**src/rtl/mix_sum_pipe_pkg.sv**
```systemverilog
// mix_pkg: shared state, mode encodings and arithmetic helpers for the stereo mixer
package mix_pkg;
  typedef enum logic [1:0] {IDLE, MAC, SAT} state_t;
  localparam logic [1:0] MODE_MIX = 2'b00;
  localparam logic [1:0] MODE_BYP = 2'b01;
  localparam logic [1:0] MODE_MUTE = 2'b10;
  function automatic int acc_w(input int w, input int g, input int n);
    return w + g + $clog2(n);
  endfunction
  function automatic logic signed [63:0] clamp(input logic signed [63:0] v, input int w);
    logic signed [63:0] hi, lo;
    hi = (64'sd1 <<< (w - 1)) - 64'sd1;
    lo = -hi - 64'sd1;
    return v > hi ? hi : v < lo ? lo : v;
  endfunction
endpackage

```
**src/rtl/mix_sum_pipe_if.sv**
```systemverilog
// mix_sum_pipe_if: receiver-side inputs and mixed stereo outputs of the mixer
interface mix_sum_pipe_if #(parameter int NCH = 4, parameter int WIDTH = 24, parameter int GAIN_W = 16);
  logic [NCH*WIDTH-1:0] in_data;
  logic [NCH-1:0] in_lrn;
  logic [NCH-1:0] in_en;
  logic [NCH*GAIN_W-1:0] gain;
  logic [1:0] mode;
  logic [WIDTH-1:0] out_l;
  logic [WIDTH-1:0] out_r;
  logic out_valid;
  logic sat;
  logic overrun;
  modport master(output in_data, in_lrn, in_en, gain, mode, input out_l, out_r, out_valid, sat, overrun);
  modport slave(input in_data, in_lrn, in_en, gain, mode, output out_l, out_r, out_valid, sat, overrun);
endinterface

```
**src/rtl/mix_sum_pipe_mac.sv**
```systemverilog
// mix_mac: signed multiply with registered product accumulating into a left or right sum
module mix_mac #(parameter int WIDTH = 24, parameter int GAIN_W = 16, parameter int AW = 42) (
  input  logic                     clk,
  input  logic                     rstn,
  input  logic                     clr,
  input  logic                     en,
  input  logic                     sel,
  input  logic signed [WIDTH-1:0]  a,
  input  logic signed [GAIN_W-1:0] b,
  output logic signed [AW-1:0]     acc_l,
  output logic signed [AW-1:0]     acc_r
);
  logic signed [WIDTH+GAIN_W-1:0] prod;
  logic vld, sel_q;
  always_ff @(posedge clk or negedge rstn) begin
    if (!rstn) begin
      prod <= '0;
      vld <= 1'b0;
      sel_q <= 1'b0;
      acc_l <= '0;
      acc_r <= '0;
    end else begin
      prod <= a * b;
      vld <= en;
      sel_q <= sel;
      if (clr) begin
        acc_l <= '0;
        acc_r <= '0;
      end else if (vld && sel_q) acc_r <= acc_r + AW'(prod);
      else if (vld) acc_l <= acc_l + AW'(prod);
    end
  end
endmodule

```
**src/rtl/mix_sum_pipe.sv**
```systemverilog
// mix_sum_pipe: snapshots NCH stereo inputs per frame, gain-mixes them through one MAC, saturates
module mix_sum_pipe import mix_pkg::*; #(parameter int NCH = 4, parameter int WIDTH = 24, parameter int GAIN_W = 16) (
  input logic clk,
  input logic rstn,
  mix_sum_pipe_if.slave bus
);
  localparam int AW = acc_w(WIDTH, GAIN_W, NCH);
  localparam int CW = $clog2(2 * NCH) + 1;
  logic signed [WIDTH-1:0] hold_l[NCH], hold_r[NCH], snap_l[NCH], snap_r[NCH], wt_l[NCH], wt_r[NCH];
  logic signed [GAIN_W-1:0] gain_q[NCH];
  logic [1:0] mode_q;
  state_t state, state_n;
  logic [CW-1:0] cnt, nxt;
  logic trig, take, issue, side;
  logic signed [WIDTH-1:0] op_a;
  logic signed [GAIN_W-1:0] op_b;
  logic signed [AW-1:0] acc_l, acc_r, sh_l, sh_r;
  logic signed [63:0] res_l, res_r, cl_l, cl_r;
  assign trig = bus.in_en[0] && !bus.in_lrn[0];
  assign take = trig && state == IDLE;
  assign nxt = cnt + CW'(1);
  assign issue = take || (state == MAC && cnt < CW'(2 * NCH - 1));
  assign sh_l = acc_l >>> (GAIN_W - 2);
  assign sh_r = acc_r >>> (GAIN_W - 2);
  assign res_l = 64'(sh_l);
  assign res_r = 64'(sh_r);
  assign cl_l = clamp(res_l, WIDTH);
  assign cl_r = clamp(res_r, WIDTH);
  // same-cycle receiver writes pass straight into the snapshot
  always_comb begin
    for (int k = 0; k < NCH; k++) begin
      wt_l[k] = bus.in_en[k] && bus.in_lrn[k] ? bus.in_data[k*WIDTH +: WIDTH] : hold_l[k];
      wt_r[k] = bus.in_en[k] && !bus.in_lrn[k] ? bus.in_data[k*WIDTH +: WIDTH] : hold_r[k];
    end
  end
  // the first product issues from live inputs at the trigger; MAC cycles issue one step ahead
  always_comb begin
    op_a = wt_l[0];
    op_b = bus.gain[GAIN_W-1:0];
    side = 1'b0;
    if (state == MAC) begin
      side = nxt[0];
      for (int k = 0; k < NCH; k++)
        if (k == int'(nxt >> 1)) begin
          op_a = nxt[0] ? snap_r[k] : snap_l[k];
          op_b = gain_q[k];
        end
    end
  end
  always_comb begin
    state_n = state;
    state_n = take ? MAC : state == MAC && cnt == CW'(2 * NCH - 1) ? SAT : state == SAT ? IDLE : state;
  end
  mix_mac #(.WIDTH(WIDTH), .GAIN_W(GAIN_W), .AW(AW)) u_mac (
    .clk(clk), .rstn(rstn), .clr(take), .en(issue), .sel(side),
    .a(op_a), .b(op_b), .acc_l(acc_l), .acc_r(acc_r)
  );
  always_ff @(posedge clk or negedge rstn) begin
    if (!rstn) begin
      state <= IDLE;
      cnt <= '0;
      mode_q <= MODE_MIX;
      for (int k = 0; k < NCH; k++) begin
        hold_l[k] <= '0;
        hold_r[k] <= '0;
        snap_l[k] <= '0;
        snap_r[k] <= '0;
        gain_q[k] <= '0;
      end
    end else begin
      state <= state_n;
      cnt <= state == MAC ? nxt : '0;
      if (take) mode_q <= bus.mode;
      for (int k = 0; k < NCH; k++) begin
        hold_l[k] <= wt_l[k];
        hold_r[k] <= wt_r[k];
        if (take) begin
          snap_l[k] <= wt_l[k];
          snap_r[k] <= wt_r[k];
          gain_q[k] <= bus.gain[k*GAIN_W +: GAIN_W];
        end
      end
    end
  end
  always_ff @(posedge clk or negedge rstn) begin
    if (!rstn) begin
      bus.out_l <= '0;
      bus.out_r <= '0;
      bus.out_valid <= 1'b0;
      bus.sat <= 1'b0;
      bus.overrun <= 1'b0;
    end else begin
      bus.out_valid <= state == SAT;
      bus.overrun <= trig && state != IDLE;
      bus.sat <= state == SAT && mode_q == MODE_MIX && (cl_l != res_l || cl_r != res_r);
      if (state == SAT) begin
        bus.out_l <= mode_q == MODE_MIX ? cl_l[WIDTH-1:0] : mode_q == MODE_BYP ? snap_l[0] : '0;
        bus.out_r <= mode_q == MODE_MIX ? cl_r[WIDTH-1:0] : mode_q == MODE_BYP ? snap_r[0] : '0;
      end
    end
  end
endmodule

```
**src/flat_wrapper.sv**
```systemverilog
// flat-port wrapper written by rule: the top's interface ports become plain ports
module mix_sum_pipe_flat import mix_pkg::*;
#(parameter int NCH = 4, parameter int WIDTH = 24, parameter int GAIN_W = 16)
  (clk, rstn, bus_in_data, bus_in_lrn, bus_in_en, bus_gain, bus_mode, bus_out_l, bus_out_r, bus_out_valid, bus_sat, bus_overrun);
  mix_sum_pipe_if #(.NCH(NCH), .WIDTH(WIDTH), .GAIN_W(GAIN_W)) bus_i ();
  input logic clk;
  input logic rstn;
  input wire logic [$bits(bus_i.in_data)-1:0] bus_in_data;
  input wire logic [$bits(bus_i.in_lrn)-1:0] bus_in_lrn;
  input wire logic [$bits(bus_i.in_en)-1:0] bus_in_en;
  input wire logic [$bits(bus_i.gain)-1:0] bus_gain;
  input wire logic [$bits(bus_i.mode)-1:0] bus_mode;
  output wire logic [$bits(bus_i.out_l)-1:0] bus_out_l;
  output wire logic [$bits(bus_i.out_r)-1:0] bus_out_r;
  output wire logic [$bits(bus_i.out_valid)-1:0] bus_out_valid;
  output wire logic [$bits(bus_i.sat)-1:0] bus_sat;
  output wire logic [$bits(bus_i.overrun)-1:0] bus_overrun;
  assign bus_i.in_data = bus_in_data;
  assign bus_i.in_lrn = bus_in_lrn;
  assign bus_i.in_en = bus_in_en;
  assign bus_i.gain = bus_gain;
  assign bus_i.mode = bus_mode;
  assign bus_out_l = bus_i.out_l;
  assign bus_out_r = bus_i.out_r;
  assign bus_out_valid = bus_i.out_valid;
  assign bus_sat = bus_i.sat;
  assign bus_overrun = bus_i.overrun;
  mix_sum_pipe #(.NCH(NCH), .WIDTH(WIDTH), .GAIN_W(GAIN_W)) u_core (.clk(clk), .rstn(rstn), .bus(bus_i));
endmodule
```
**config.mk**
```make
export PLATFORM = sky130hd
export DESIGN_NAME = mix_sum_pipe_flat
export DESIGN_NICKNAME = d
export VERILOG_FILES = /design/src/rtl/mix_sum_pipe_pkg.sv /design/src/rtl/mix_sum_pipe_if.sv /design/src/rtl/mix_sum_pipe_mac.sv /design/src/rtl/mix_sum_pipe.sv /design/src/flat_wrapper.sv
export SDC_FILE = /design/constraint.sdc
export NUM_CORES = 2
export LEC_CHECK = 0
export CORE_MARGIN = 3
export CORE_UTILIZATION = 63
export CTS_BUF_LIST = sky130_fd_sc_hd__clkbuf_8
export DETAILED_ROUTE_END_ITERATION = 10
export PLACE_DENSITY = 0.92
export SLEW_MARGIN = 20
export SYNTH_ARGS = -nofsm -noshare
export SYNTH_HDL_FRONTEND = slang
export SYNTH_SLANG_ARGS = --single-unit
```
**constraint.sdc**
```tcl
create_clock -name clk -period 10.4 [get_ports clk]
set_clock_uncertainty 0.15 [all_clocks]
set_input_delay 1.56 -clock clk [delete_from_list [all_inputs] [get_ports clk]]
set_output_delay 1.56 -clock clk [all_outputs]
set_load 0.02 [all_outputs]
```
==> impl_results.md <==
* Status: finished, final reports clean
* Final Cell Area at about 0.051 mm^2
* Top-count cell post-synth: nand2_1
* Initial antenna violation count at 5
* Worst Max-Slew Pin Slew at around 1000 ps
* Number of nets in the layout at ~5700
* Netlist Area Pre-Place at roughly 0.045 mm^2
* RR Endpoint: u_core.u_mac.prod[39]
* WP data required at roughly 11000 ps
* CTS tree: done
* Post-synth net total at 5500
* Peak Freq at approximately 100 MHz
* Top delay family on crit path: adder cells
* First-pass GRT wire length at about 210000 um
* CTS H-Tree Depth at 3
* Placed cell areas at ~0.048 mm^2
* Worst reg-to-reg setup slack at 870 ps
* Type of origin of the critical path: flop
* Worst hold path stage count at 2
* Core area at around 0.071 mm^2
* Final WL at between 100000 and 150000 um
* Worst-path maximum fanout at 19
* CP most frequent cell: fa_1
* Ys Warns at 0
* # setup viols final at 0
* Clock slew seen by the registers of the worst setup and hold paths at roughly 70 ps
* Register area share after synthesis at 35.0%
* Crit-path max cell delay at 790 ps
* Area leader, netlist: dfrtp_1
* 1st-pass router iterations at 8
* Vias in the first global route at 38400
* Seq cells post-synth at between 600 and 700
* Num ports at 223
* Crit path buf inv count at 4
* Top post-synthesis cells by area: dfrtp_1 (35%), fa_1 (17%), nand2_1 (9.3%)
* Sinks on Clock Net at between 600 and 700
* Most frequent cells after synthesis: nand2_1 (1113), dfrtp_1 (632), inv_1 (483)
* Setup tns final at 0 ps
* Iter 0 DRT Violations at ~4500
* Non-filler cells, final at between 5000 and 6000
* Clk_lat worst skew at 770 ps
* Slowest CP cell: a211oi_1
* Share of cells above drive strength 1 at about 11%
* Placed insts at around 5800
* Number of enable flip-flop cells after synthesis at 0
* Crit path kind: reg -> reg
* GRT Util Overall at between 30% and 40%
* Max-cap violations at 0
* Unrepaired setup endpoints after global routing: no
* Hold WC Path Type: reg -> reg
* Mapped Avg Cell Area at about 9.5 um^2
* Ys async rst share at 100%
* Starting Density at about 64%
* WP data arrival at roughly 10000 ps
* Gr ovfl total at 0
* Post-Syn Instances at ~4800
* Area grow syn2layout at 11.9%
* Root buffer cell: clkbuf_8
* Post-CTS sizing at 0
* Hold EP: u_core.bus.out_r[11]
* Routed Antenna Nets at 0
* Die footprint at roughly 0.075 mm^2
* CTS Hold Bufs at 0
* GP Congestion at 0.989
* WL per Instance at ~23 um
* Slew Limit Fails at 0
* DR vias at 37200
* Synth top area share at a little over a third
* Setup Buffers After CTS at 0
* DR DRC count at 0
* Die W at 274 um
* Tmin final at 9530 ps
* Vias per Instance at just over 6
* FF-to-FF Start: u_core.cnt[0]
* Fillers at between 4000 and 5000
* Post-detail-place hpwl at ~97000 um
* Inserted Clock Buffers at 96
* Worst hold start: u_core.bus.out_r[11]
* Clock tree buffer depth at 3
* Critical Path Sink Type: flop
* Final hold violations at 0
* Relative slew slack at 31.3%
* Die H at between 200 and 300 um
* Tcrit/Tclk final at 91.6%
* Input/output buffers at about 220
* Pin count of the biggest net entering global routing at between 200 and 250
* Library cells used by synthesis at 79
* Top FF cell, synth: dfrtp_1
* Worst r2r path cells at 27
* Num rows at 97
-- area by class of cell --
type                            count  area [um^2]  area share, %
Sequential cell                   632        15800           31.3
Clock buffer                      127         1750           3.46
Inverter                          483         1810           3.59
Timing Repair Buffer              331         3170           6.27
Clock inverter                     48          315          0.624
Multi-Input combinational cell   3405        26500           52.4
Tap cell                          940         1180           2.33
Antenna cell                        1         2.50        0.00495
-- per-stage QoR --
stage               util, %  setup slack, ps  hold WS (ps)
detailed placement     68.6              544           311
finish                 71.6              871           324
global placement       68.6              716           305
CTS                    71.6             1090           326
floorplan                 -             1830           290
global route           71.6              517           350
-- how the worst max path moves through the flow --
stage | endpoint | cells past startpoint | from | slack [ps]
final | u_core.u_mac.prod[39] | 27 | u_core.cnt[0] | 870
after global routing | u_core.u_mac.prod[39] | 32 | u_core.cnt[0] | 520
after CTS | u_core.u_mac.prod[39] | 32 | u_core.cnt[0] | 1090
after detailed placement | u_core.u_mac.prod[39] | 32 | bus_in_en[0] | 540
after global placement | u_core.u_mac.prod[39] | 32 | bus_in_en[0] | 720
after floorplan | u_core.u_mac.prod[39] | 32 | bus_in_lrn[0] | 1830
-- logic make-up (layout without fill, tap and decap cells) --
| logic type | count (synthesis) | after routing | share of synthesized area, % |
|---|---|---|---|
| compound gates | 714 | 714 | 10.1 |
| mux | 322 | 322 | 8.43 |
| buf+inv | 732 | 989 | 6.49 |
| fa+ha+maj | 559 | 559 | 21.7 |
| flops | 632 | 632 | 35.0 |
| xor+xnor | 112 | 112 | 2.17 |
| other cells | 0 | 1 | 0 |
| simple gates | 1698 | 1698 | 16.0 |
-- state kept, by name, indices dropped and copies added, names as in the netlist, 2 cells and up --
register / cells
u_core.bus.out_l: 24
u_core.u_mac.prod: 40
u_core.hold_r: 96
u_core.snap_l: 96
u_core.snap_r: 96
u_core.hold_l: 96
u_core.state: 2
u_core.u_mac.acc_r: 42
u_core.bus.out_r: 24
u_core.cnt: 4
u_core.mode_q: 2
u_core.u_mac.acc_l: 42
u_core.gain_q: 64
-- tightest hold or removal path, stage by stage, from the launching register on --
cell	delay [ps]
dfrtp_1	340
nand2_1	50
o41ai_1	50
-- cells in the final DEF, fill, tap and decap left out, drive strengths merged, types with 109 or more instances in the layout --
master,netlist,layout
mux2,193,193
buf,98,110
fa,376,376
nand2,1113,1113
dfrtp,632,632
nor2b,109,109
clkbuf,151,127
ha,183,183
a21oi,266,266
inv,483,521
nor2,221,221
o21ai,151,151
clkdlybuf4s50,0,221
-- layer usage --
metal	share of wire (%)	GRT usage, %	up-vias
met1	36	44.2	18200
met5	0.020	0	-
met3	12	11.0	706
met4	6.8	20.6	4
li1	-	-	15900
met2	46	57.5	2429
Power is left out: the tool's default activity adds up to more than one toggle a clock period on the data nets, which glitch-free logic cannot reach.
